===== src/rtl/four_12_12_st0_st_activation.sv =====
// -----------------------------------------------------------------------------
// four_12_12_st0_st_activation
//
// Activation and output buffer for one neuron. It sits after the stage-0 bias
// adder. Each valid bias-adder result passes through a selectable activation
// (bypass, ReLU, or power-of-two leaky ReLU). It is tagged with an
// end-of-vector marker and queued in a small FIFO. The FIFO drives the next
// layer over a ready/valid handshake. The upstream adder cannot be stalled, so
// a sample that reaches a full FIFO with no read is dropped and the sticky
// overflow flag is set.
//
// Floats are float_24_8 packed as {sgn, exp[7:0], man[22:0]}.
//
// Ports:
//   clk                          in   rising-edge clock
//   reset                        in   synchronous, active-high
//   four_12_12_st0_st_bias_adder in   [31:0] bias-adder result
//   bias_add_valid               in   input sample valid
//   act_mode                     in   [1:0] 0 bypass, 1 ReLU, 2 leaky, 3 bypass
//   leak_shift                   in   [3:0] leaky slope exponent (x * 2^-shift)
//   four_12_12_st0_st_act_out    out  [31:0] FIFO head data
//   out_valid                    out  FIFO not empty
//   out_last                     out  head sample closes a vector
//   out_ready                    in   consumer accepts head when out_valid
//   fifo_count                   out  [clog2(DEPTH):0] occupancy
//   overflow                     out  sticky sample-dropped flag
//
// Latency: the input is captured at edge N and written into the FIFO at edge
// N+1, so out_valid is high after edge N+1.
// -----------------------------------------------------------------------------
module four_12_12_st0_st_activation #(
    parameter int DEPTH      = 4,
    parameter int VECTOR_LEN = 12
) (
    input  logic                     clk,
    input  logic                     reset,
    input  logic [31:0]              four_12_12_st0_st_bias_adder,
    input  logic                     bias_add_valid,
    input  logic [1:0]               act_mode,
    input  logic [3:0]               leak_shift,
    output logic [31:0]              four_12_12_st0_st_act_out,
    output logic                     out_valid,
    output logic                     out_last,
    input  logic                     out_ready,
    output logic [$clog2(DEPTH):0]   fifo_count,
    output logic                     overflow
);

    localparam int AW  = $clog2(DEPTH);
    localparam int CW  = AW + 1;
    localparam int VCW = (VECTOR_LEN > 1) ? $clog2(VECTOR_LEN) : 1;

    // Activation on a float_24_8 word. Any result with exp == 0 is forced to
    // all-zero bits, so the block never emits a negative zero.
    function automatic logic [31:0] f_activate(
        input logic [31:0] x,
        input logic [1:0]  mode,
        input logic [3:0]  sh
    );
        logic        sgn;
        logic [7:0]  e;
        logic [22:0] m;
        logic [31:0] y;
        sgn = x[31];
        e   = x[30:23];
        m   = x[22:0];
        y   = x;
        if (e == 8'd0) begin
            y = '0;
        end else if (mode == 2'd1 && sgn) begin
            y = '0;
        end else if (mode == 2'd2 && sgn) begin
            // Scaling by 2^-sh only lowers the exponent. If it would reach
            // zero or below, the result underflows to zero.
            if (e > {4'd0, sh}) begin
                y = {1'b1, e - {4'd0, sh}, m};
            end else begin
                y = '0;
            end
        end
        return y;
    endfunction

    logic [VCW-1:0] r_vcnt;
    logic           r_vld_p1;
    logic [31:0]    r_data_p1;
    logic           r_last_p1;

    logic [32:0]    r_mem [DEPTH];
    logic [AW-1:0]  r_wr_ptr;
    logic [AW-1:0]  r_rd_ptr;
    logic [CW-1:0]  r_count;
    logic           r_overflow;

    logic           w_rd;
    logic           w_full;
    logic           w_wr;
    logic           w_drop;

    // ---- S1: activation capture and vector framing ----
    always_ff @(posedge clk) begin
        if (reset) begin
            r_vld_p1 <= 1'b0;
            r_vcnt   <= '0;
        end else begin
            r_vld_p1 <= bias_add_valid;
            if (bias_add_valid) begin
                // The counter follows the upstream cadence even when this
                // sample is later dropped at the FIFO.
                if (r_vcnt == VCW'(VECTOR_LEN - 1)) begin
                    r_vcnt <= '0;
                end else begin
                    r_vcnt <= r_vcnt + VCW'(1);
                end
            end
        end
    end

    always_ff @(posedge clk) begin
        if (bias_add_valid) begin
            r_data_p1 <= f_activate(four_12_12_st0_st_bias_adder, act_mode, leak_shift);
            r_last_p1 <= (r_vcnt == VCW'(VECTOR_LEN - 1));
        end
    end

    // ---- S2: output FIFO ----
    assign w_rd   = (r_count != '0) && out_ready;
    assign w_full = (r_count == CW'(DEPTH));
    // A read in the same cycle frees a slot, so a full FIFO still accepts it.
    assign w_wr   = r_vld_p1 && (!w_full || w_rd);
    assign w_drop = r_vld_p1 && w_full && !w_rd;

    always_ff @(posedge clk) begin
        if (reset) begin
            r_wr_ptr   <= '0;
            r_rd_ptr   <= '0;
            r_count    <= '0;
            r_overflow <= 1'b0;
            // Storage is cleared so the head reads as zero after reset.
            for (int i = 0; i < DEPTH; i++) begin
                r_mem[i] <= '0;
            end
        end else begin
            if (w_wr) begin
                r_mem[r_wr_ptr] <= {r_last_p1, r_data_p1};
                r_wr_ptr        <= r_wr_ptr + AW'(1);
            end
            if (w_rd) begin
                r_rd_ptr <= r_rd_ptr + AW'(1);
            end
            r_count <= r_count + CW'(w_wr) - CW'(w_rd);
            if (w_drop) begin
                r_overflow <= 1'b1;
            end
        end
    end

    assign four_12_12_st0_st_act_out = r_mem[r_rd_ptr][31:0];
    assign out_last                  = r_mem[r_rd_ptr][32];
    assign out_valid                 = (r_count != '0);
    assign fifo_count                = r_count;
    assign overflow                  = r_overflow;

endmodule


===== config.mk =====
export PLATFORM = sky130hd
export DESIGN_NAME = four_12_12_st0_st_activation
export DESIGN_NICKNAME = d
export VERILOG_FILES = /design/src/rtl/four_12_12_st0_st_activation.sv
export SDC_FILE = /design/constraint.sdc
export NUM_CORES = 1
export LEC_CHECK = 0
export ABC_AREA = 0
export BUFFER_PORTS_ARGS = -buffer_cell sky130_fd_sc_hd__buf_4
export CELL_PAD_IN_SITES_DETAIL_PLACEMENT = 0
export CELL_PAD_IN_SITES_GLOBAL_PLACEMENT = 1
export CORE_AREA = 2 2 171 139
export DETAILED_ROUTE_END_ITERATION = 7
export DIE_AREA = 0 0 173 141
export GPL_ROUTABILITY_DRIVEN = 0
export MAX_ROUTING_LAYER = met4
export PLACE_DENSITY = 0.71
export SETUP_SLACK_MARGIN = 0.3
export SYNTH_ARGS = -nofsm -noshare
export SYNTH_HDL_FRONTEND = slang
export SYNTH_SLANG_ARGS = --single-unit

===== constraint.sdc =====
create_clock -name clk -period 8 [get_ports clk]
set_input_delay 1.2 -clock clk [delete_from_list [all_inputs] [get_ports clk]]
set_output_delay 1.2 -clock clk [all_outputs]
set_load 0.1 [all_outputs]

### After elaboration in Yosys (flattened, before gate mapping)

Memory sizes are Yosys's and may differ from the RTL's. A register that Yosys moved wholly into a read port is not among the register bits.
Index checks and enable logic that the tools add are counted.

| storage, ports and cells | value |
|---|---|
| bits in registers | 46 |
| RAM bits | 132 |
| input port bits | 42 |
| output and inout port bits | 38 |
| memories | 1 |

Memories:

| memory | depth | bits a word | read ports | clocked after memory_dff | write ports | RTL line | RTL |
|---|---|---|---|---|---|---|---|
| r_mem | 4 | 33 | 1 | 1 | 4 | 89 | `logic [32:0] r_mem [DEPTH];` |

| operators by class | value |
|---|---|
| add/sub/neg operators | 6 |
| order comparisons | 1 |
| eq/ne operators | 4 |
| multiplexer cells | 13 |
| reductions and logical operators | 13 |

Operators with widths:

| operator | number |
|---|---|
| 32-bit 2-to-1 mux | 2 |
| 33-bit 2-to-1 mux | 1 |
| 33-bit OR reduction | 1 |
| 8-bit by 4-bit > comparator with 1-bit output | 1 |
| 8-bit zero test | 1 |
| 8-bit by 4-bit subtractor with 8-bit output | 1 |
| 1-bit logical AND | 6 |
| 1-bit 2-to-1 mux | 6 |
| 2-bit 2-to-1 mux | 3 |
| 2-bit by 1-bit adder with 2-bit output (second input constant) | 2 |
| 4-bit by 1-bit adder with 4-bit output (second input constant) | 1 |
| 4-bit equality test (second input constant) | 1 |
| 4-bit 2-to-1 mux | 1 |
| 3-bit by 1-bit adder with 3-bit output | 1 |
| 3-bit equality test (second input constant) | 1 |
| 3-bit nonzero test | 1 |
| 3-bit by 1-bit subtractor with 3-bit output | 1 |
| 2-bit by 1-bit equality test with 1-bit output (second input constant) | 1 |
| 2-bit equality test (second input constant) | 1 |
| 1-bit zero test | 2 |
| 2-bit OR reduction | 1 |
| 1-bit logical OR | 1 |

### Longest topological paths before layout

Gate-level depths: netlist of the first run.

| logic depth | value |
|---|---|
| depth after elaboration | 9 |
| depth in mapped cells | 10 |

### Least setup slack after synthesis of the first run

OpenSTA, ideal clock, no wires.

| path | value |
|---|---|
| path type | in2reg |
| from | input port out_ready |
| to | memory r_mem[1][0], enable pin |
| setup time | 0.430 ns |
| data arrival time | 3.068 ns |
| data required time | 7.570 ns |
| slack | 4.502 ns |
| stages on the path | 3 |
| cell sequence | or4b_1 > nand2_1 > o21bai_1 |

RTL lines:

| element | RTL line | RTL |
|---|---|---|
| start, declared | 44 | `input logic out_ready,` |
| end, declared | 89 |  |

==> results of run 1 <==
cells by family (layout without fill, tap and decap cells):
| group | Yosys count | count (layout) | synth area share (%) |
|---|---|---|---|
| buffers and inverters | 71 | 159 | 3.70 |
| adders and majority gates | 9 | 9 | 1.63 |
| DFF | 180 | 180 | 67.1 |
| AOI/OAI and AO/OA | 32 | 32 | 3.03 |
| xor gates and xnor gates | 7 | 7 | 0.783 |
| muxes | 36 | 36 | 9.87 |
| and+or+nand+nor | 210 | 210 | 13.9 |
layout make-up:
type | instances | area [um^2]
timing repair buffer | 84 | 631
sequential | 180 | 5260
tap | 312 | 390
multi-input combinational | 294 | 2330
fill | 2139 | 13500
clock inverter | 14 | 210
clock buffer | 18 | 429
inverter | 43 | 161
state kept, by name, summed over array words and instances, names as in the netlist, named ones only:
name        count
r_rd_ptr        2
r_last_p1       1
r_vld_p1        1
overflow        1
r_vcnt          4
r_wr_ptr        2
r_mem         132
r_data_p1      32
fifo_count      3
cells in the final DEF, fill, tap and decap left out, types with 5 or more instances in the layout:
cell type,count
ha_1,7
inv_1,43
clkinvlp_4,6
bufinv_16,5
dfxtp_1,13
and2_1,37
clkbuf_16,17
a21oi_1,9
nand2_1,42
mux4_2,33
buf_4,84
and2_4,20
edfxtp_1,165
nor2_1,83
critical path, stage by stage, from the launching register on:
cell     delay (ps)
dfxtp_2         670
buf_4           500
mux4_2          610
buf_4           260
through the flow:
stage | cell area (um^2) | setup WS, ps | total power [uW] | std cells
after floorplan | 7840 | 4500 | 1920 | 545
after global placement | 8770 | 4100 | 2130 | 913
after detailed placement | 8770 | 4040 | 2140 | 913
after CTS | 9410 | 4240 | 3030 | 945
after global routing | 9410 | 4150 | 3100 | 945
final | 9410 | 4320 | 3000 | 945
per-layer routing:
layer / track usage (%) / vias up / wire length (um) / share of wire (%)
met2: 24.9 / 105 / 8260 / 51
met4: 4.42 / 0 / 163 / 1.0
met1: 16.2 / 2169 / 7000 / 43
li1: - / 2092 / - / -
met3: 3.53 / 11 / 796 / 4.9
met5: - / - / 0 / 0
report_power, final:
part / internal (uW) / total [uW] / leakage, uW / switching (uW)
clock: 552 / 896 / 0.000294 / 344
combinational: 255 / 935 / 0.00155 / 680
sequential: 1100 / 1160 / 0.00181 / 62.1
total: 1910 / 3000 / 0.00366 / 1090
worst min path at each step:
stage,to,from,slack (ps)
3_5_place_dp,overflow$_SDFFE_PP0P_,overflow$_SDFFE_PP0P_,480
2_1_floorplan,r_vcnt[3]$_SDFFE_PP0P_,r_vcnt[3]$_SDFFE_PP0P_,470
3_3_place_gp,r_vcnt[3]$_SDFFE_PP0P_,r_vcnt[3]$_SDFFE_PP0P_,480
6_report,overflow$_SDFFE_PP0P_,overflow$_SDFFE_PP0P_,500
5_1_grt,r_vcnt[3]$_SDFFE_PP0P_,r_vcnt[3]$_SDFFE_PP0P_,560
4_1_cts,overflow$_SDFFE_PP0P_,overflow$_SDFFE_PP0P_,500
==> summary.txt, run 1 <==
Cells and area
  • P&R area growth vs syn: 20.1%
  • # nets final: 671
  • Share of cells above drive strength 1: between 20 and 30%
  • Post-layout util: 41.1%
  • Antenna Cells: 0

STA
  • Layout Skew: 16.9 ps
  • TNS Setup: 0 ps
  • Period minus WS final: 3680 ps
  • Max-slew violation count: 0
  • Fmax: 0.272 GHz
  • RSZ-0062 raised after global routing: false
  • Slew HR: a little over a third
  • Period utilisation layout: 46.0%
  • Setup-failing EPs final: 0
  • Hold slack final: 502 ps
  • Slew @ Worst Pin: 980 ps
  • Final hold vios: 0

Drt
  • 1st-pass router iterations: 5
  • Final ANT Viol Nets: 0
  • DRC errors left: 0
  • DR vias: about 4400
  • Vias per inst: 4.63
  • DR iter-0 viols: 317
  • WL per Instance: about 17 um
  • Final WL: 16200 um

Logic synthesis
  • Post-synth top area share: 63.2%
  • Async SR Flop Fraction: 0%
  • Most common cell in the netlist: edfxtp_1
  • YS warnings: 0
  • Cell Area, Synth: between 7000 and 8000 um^2
  • Seq/Total Area, Yosys: 67.1%
  • Yosys cell types: 45
  • Synth top area cells: edfxtp_1 (63%), mux4_2 (9.5%), nor2_1 (4.0%)
  • Leading cell types by count after synthesis: edfxtp_1 (165), nor2_1 (83), inv_1 (43), nand2_1 (42), and2_1 (37)
  • Synthesized net count: 596
  • Avg Synthesized Cell Area: around 14 um^2
  • Post-synth EDFFs: about 170
  • Synth Register Bits: 180
  • Area leader, netlist: edfxtp_1
  • Cells after Synth: ~550
  • Ys flop type: edfxtp_1

Clock tree
  • Total CTS buffers: 17
  • CTS Hold Bufs: 0
  • Clk pin slew, worst setup/hold paths: 70 ps
  • Number of post-CTS setup repair buffers: 0
  • Clock sinks: 180
  • Worst-Skew Late Latency: 430 ps
  • Post-CTS Resized: 0
  • H-Tree Depth: 4
  • CTS tree: yes
  • Max clock buf depth: 2
  • Clk root buf: clkbuf_16

GRT
  • Vias in the first global route: 4683
  • GRT Util Overall: 14.2%
  • Initial antenna violation count: 0
  • Pin count of the biggest net entering global routing: 40
  • Grt ovf: 0
  • First-pass GRT wire length: 25400 um

Critical path
  • Reg2reg end: r_mem[0][12]$_SDFFCE_PN0P_
  • Worst Setup EP: four_12_12_st0_st_act_out[0]
  • CP Capture Type: output port
  • Critical path class: reg2out
  • Req. time, crit path: 6800 ps
  • WP data arrival: 2480 ps
  • Setup crit start kind: flip-flop
  • Register-to-Register Path Depth: 6
  • Reg2reg start: fifo_count[1]$_SDFF_PP0_
  • Crit path max fanout: 20
  • Worst reg2reg setup slack: 4880 ps

Die
  • Die Footprint: between 20000 and 25000 um^2
  • # IOs: 80
  • Die Y: 141 um
  • Row cnt: 50
  • Core region area: about 23000 um^2
  • Starting Density: 34.2%
  • Die Wd: 173 um

Power
  • Pleak: between 0.003 and 0.004 uW
  • Worst vdd ir: between 0.1 and 0.15 mV
  • PwrDens: 318 nW/um^2

Place
  • Dpl hpwl: ~9500 um
  • IO Port Bufs: 79

Flow run
  • Max_cap viols: 0

Min path
  • Hold Path Class: reg2reg
  • Hold Path Stages: 2

Outcome
  • Outcome: finished clean
Note: power is estimated with default switching activity, not from simulation.
==> run 2: changes to the inputs <==
--- a/config.mk
+++ b/config.mk
@@ -5,16 +5,16 @@
 export SDC_FILE = /design/constraint.sdc
 export NUM_CORES = 1
 export LEC_CHECK = 0
-export ABC_AREA = 0
+export ABC_AREA = 1
 export BUFFER_PORTS_ARGS = -buffer_cell sky130_fd_sc_hd__buf_4
 export CELL_PAD_IN_SITES_DETAIL_PLACEMENT = 0
 export CELL_PAD_IN_SITES_GLOBAL_PLACEMENT = 1
-export CORE_AREA = 2 2 171 139
+export CORE_AREA = 2 2 174 142
 export DETAILED_ROUTE_END_ITERATION = 7
-export DIE_AREA = 0 0 173 141
+export DIE_AREA = 0 0 176 144
 export GPL_ROUTABILITY_DRIVEN = 0
 export MAX_ROUTING_LAYER = met4
-export PLACE_DENSITY = 0.71
+export PLACE_DENSITY = 0.73
 export SETUP_SLACK_MARGIN = 0.3
 export SYNTH_ARGS = -nofsm -noshare
 export SYNTH_HDL_FRONTEND = slang
==> constraint.sdc (replaced) <==
create_clock -name clk -period 3.5 [get_ports clk]
set_input_delay 0.525 -clock clk [delete_from_list [all_inputs] [get_ports clk]]
set_output_delay 0.525 -clock clk [all_outputs]
set_load 0.1 [all_outputs]
==> run 2 against run 1 <==
  * Final cell count grew 26%
  * Clock-buffer cell count grew 1
  * Sequential cell count is the same
  * Highest routed layer unchanged
  * Hold slack lost 210 ps
  * Via count grew 24%
  * Synthesized cell count grew 43%
  * Non-clock buffer count grew 8
  * Core utilization shrank 0.49 points
  * Largest power group is now combinational logic
  * Critical path depth grew 1
  * First-iteration DRC count grew 26%
  * Combinational power grew to 2.8 times the previous value
  * Setup slack lost 3600 ps
==> summary.txt, run 2 <==
STA
  • Slew HR: 53.4%
  • Final hold vios: 0
  • Period utilisation layout: between 70% and 80%
  • Max-slew violation count: 0
  • Slew @ Worst Pin: 698 ps
  • Layout Skew: between 8 and 9 ps
  • Period minus WS final: 2760 ps
  • Setup-failing EPs final: 0
  • Fmax: 0.362 GHz
  • Final worst-path setup slack: 737 ps
  • TNS Setup: 0 ps
  • RSZ-0062 raised after global routing: false

Critical path
  • Worst reg2reg setup slack: 1190 ps
  • Req. time, crit path: 2970 ps
  • Setup crit start kind: flip-flop
  • Reg2reg start: fifo_count[1]$_SDFF_PP0_
  • Reg2reg end: fifo_count[2]$_SDFF_PP0_
  • WP data arrival: 2240 ps
  • Crit path max fanout: 66
  • CP Capture Type: output port
  • Critical path class: reg2out
  • Worst Setup EP: four_12_12_st0_st_act_out[0]
  • Register-to-Register Path Depth: 11

Die
  • Row cnt: 51
  • Die Wd: approximately 180 um
  • Die Footprint: 25300 um^2
  • Die Y: 144 um
  • Starting Density: around 34%
  • # IOs: 80
  • Core region area: between 20000 and 25000 um^2

Drt
  • Vias per inst: 4.56
  • DRC errors left: 0
  • DR iter-0 viols: 400
  • Final ANT Viol Nets: 0
  • Final WL: 17900 um
  • WL per Instance: 15.1 um
  • DR vias: 5410
  • 1st-pass router iterations: 4

Clock tree
  • Post-CTS Resized: 0
  • Clock sinks: 180
  • H-Tree Depth: 4
  • Number of post-CTS setup repair buffers: 0
  • Clk root buf: clkbuf_16
  • Total CTS buffers: 17
  • CTS Hold Bufs: 0
  • Max clock buf depth: 2
  • Clk pin slew, worst setup/hold paths: 60 ps
  • Worst-Skew Late Latency: 430 ps
  • CTS tree: yes

GRT
  • Initial antenna violation count: 0
  • GRT Util Overall: 15.4%
  • Grt ovf: 0
  • First-pass GRT wire length: about 28000 um
  • Pin count of the biggest net entering global routing: 67
  • Vias in the first global route: about 5400

Place
  • IO Port Bufs: 79
  • Place WS: 990 ps
  • Dpl hpwl: between 10000 and 15000 um
  • Placed cells: 1154

Logic synthesis
  • Avg Synthesized Cell Area: ~10 um^2
  • Async SR Flop Fraction: 0%
  • Cell Area, Synth: 8140 um^2
  • YS warnings: 0
  • Ys flop type: edfxtp_1
  • Leading cell types by count after synthesis: nor2_1 (225), edfxtp_1 (165), inv_1 (119), o21ai_0 (75), o22ai_1 (33)
  • Most common cell in the netlist: nor2_1
  • Area leader, netlist: edfxtp_1
  • Post-synth EDFFs: 165
  • Seq/Total Area, Yosys: roughly 65%
  • Post-synth top area share: between 60 and 70%
  • Yosys cell types: 32
  • Synthesized net count: 830
  • Cells after Synth: 779
  • Synth top area cells: edfxtp_1 (61%), nor2_1 (10%), inv_1 (5.5%)
  • Synth Register Bits: 180

Cells and area
  • P&R area growth vs syn: 18.7%
  • Max FFs per register: between 100 and 150
  • Post-layout util: 40.6%
  • Most common cell after layout, fill and taps aside: nor2_1
  • Fin cells: 1186
  • Commonest cells after routing, fill and taps aside: nor2_1 (225), edfxtp_1 (165), inv_1 (118)
  • # nets final: 906
  • Antenna Cells: 0
  • Share of cells above drive strength 1: 19.0%
  • Biggest regs: r_mem (132), r_data_p1 (32), r_vcnt (4)
  • Top reg by flops: r_mem

Min path
  • Hold_sp: reset
  • Hold Path Class: in2reg

Power
  • PwrDens: a little over 700 nW/um^2
  • Worst vdd ir: 0.334 mV
  • Pleak: 0.00386 uW

Outcome
  • Outcome: finished clean

Flow run
  • Max_cap viols: 0
## run 2: cell count changes in the layout (fill, tap and decap cells not counted), sizes merged, moves of 5 or more
cell | before | now
nor2 | 83 | 248
inv | 43 | 124
nand2 | 42 | 29
buf | 84 | 92
o21ai | 4 | 75
nand3 | 2 | 12
mux4 | 33 | 0
nand4 | 1 | 6
and2 | 57 | 0
clkinv | 3 | 10
o22ai | 1 | 33
## run 2: cells by family (layout without fill, tap and decap cells)
family                   after synthesis  in the layout  share of synthesized area, %
AO/OA/AOI/OAI                        123            123                          8.11
AND/OR/NAND/NOR                      301            301                          17.1
buffers and inverters                161            250                          8.11
flip-flops                           180            180                          64.5
adder cells (fa/ha/maj)                9              9                          1.57
XOR/XNOR                               5              5                         0.538
## run 2: worst min-delay path by stage
stage                               endpoint  slack, ps  cells past startpoint
floorplan                          flip-flop        440                      2
global placement       overflow$_SDFFE_PP0P_        440                      2
detailed placement     overflow$_SDFFE_PP0P_        440                      2
CTS                 fifo_count[1]$_SDFF_PP0_        270                      2
global route        fifo_count[1]$_SDFF_PP0_        280                      2
finish              fifo_count[1]$_SDFF_PP0_        290                      2
## run 2: area by class of cell
| type | instances | area (um^2) |
|---|---|---|
| Fill cell | 2341 | 14100 |
| Inverter | 126 | 487 |
| Clock buffer | 19 | 433 |
| Multi-Input combinational cell | 438 | 2270 |
| Sequential cell | 180 | 5260 |
| Tap cell | 318 | 398 |
| Timing Repair Buffer | 92 | 691 |
| Clock inverter | 13 | 134 |
## run 2: worst max-delay path, stage by stage, from the launching register on
cell and delay [ps]:
dfxtp_2 340, buf_4 560, o21ai_0 200, o22ai_1 340, buf_4 360
## run 2: routing by layer
metal | global-route usage, % | vias to the layer above | routed length [um]
met5 | - | - | 0
met4 | 4.57 | 0 | 227
met3 | 3.26 | 16 | 927
met2 | 25.8 | 129 | 8690
met1 | 18.8 | 2545 | 8080
li1 | - | 2720 | -
## run 2: through the flow
stage / hold slack, ps / power (uW) / instance area (um^2)
after floorplan: 437 / 4630 / 8150
after global placement: 438 / 5230 / 9100
after detailed placement: 441 / 5240 / 9100
after CTS: 274 / 7060 / 9660
after global routing: 278 / 7280 / 9660
final: 291 / 7000 / 9660
## run 2: power breakdown
| part | leakage [uW] | internal (uW) | switching (uW) |
|---|---|---|---|
| sequential | 0.00181 | 2520 | 61.5 |
| clock | 0.000275 | 1050 | 781 |
| combinational | 0.00177 | 513 | 2080 |
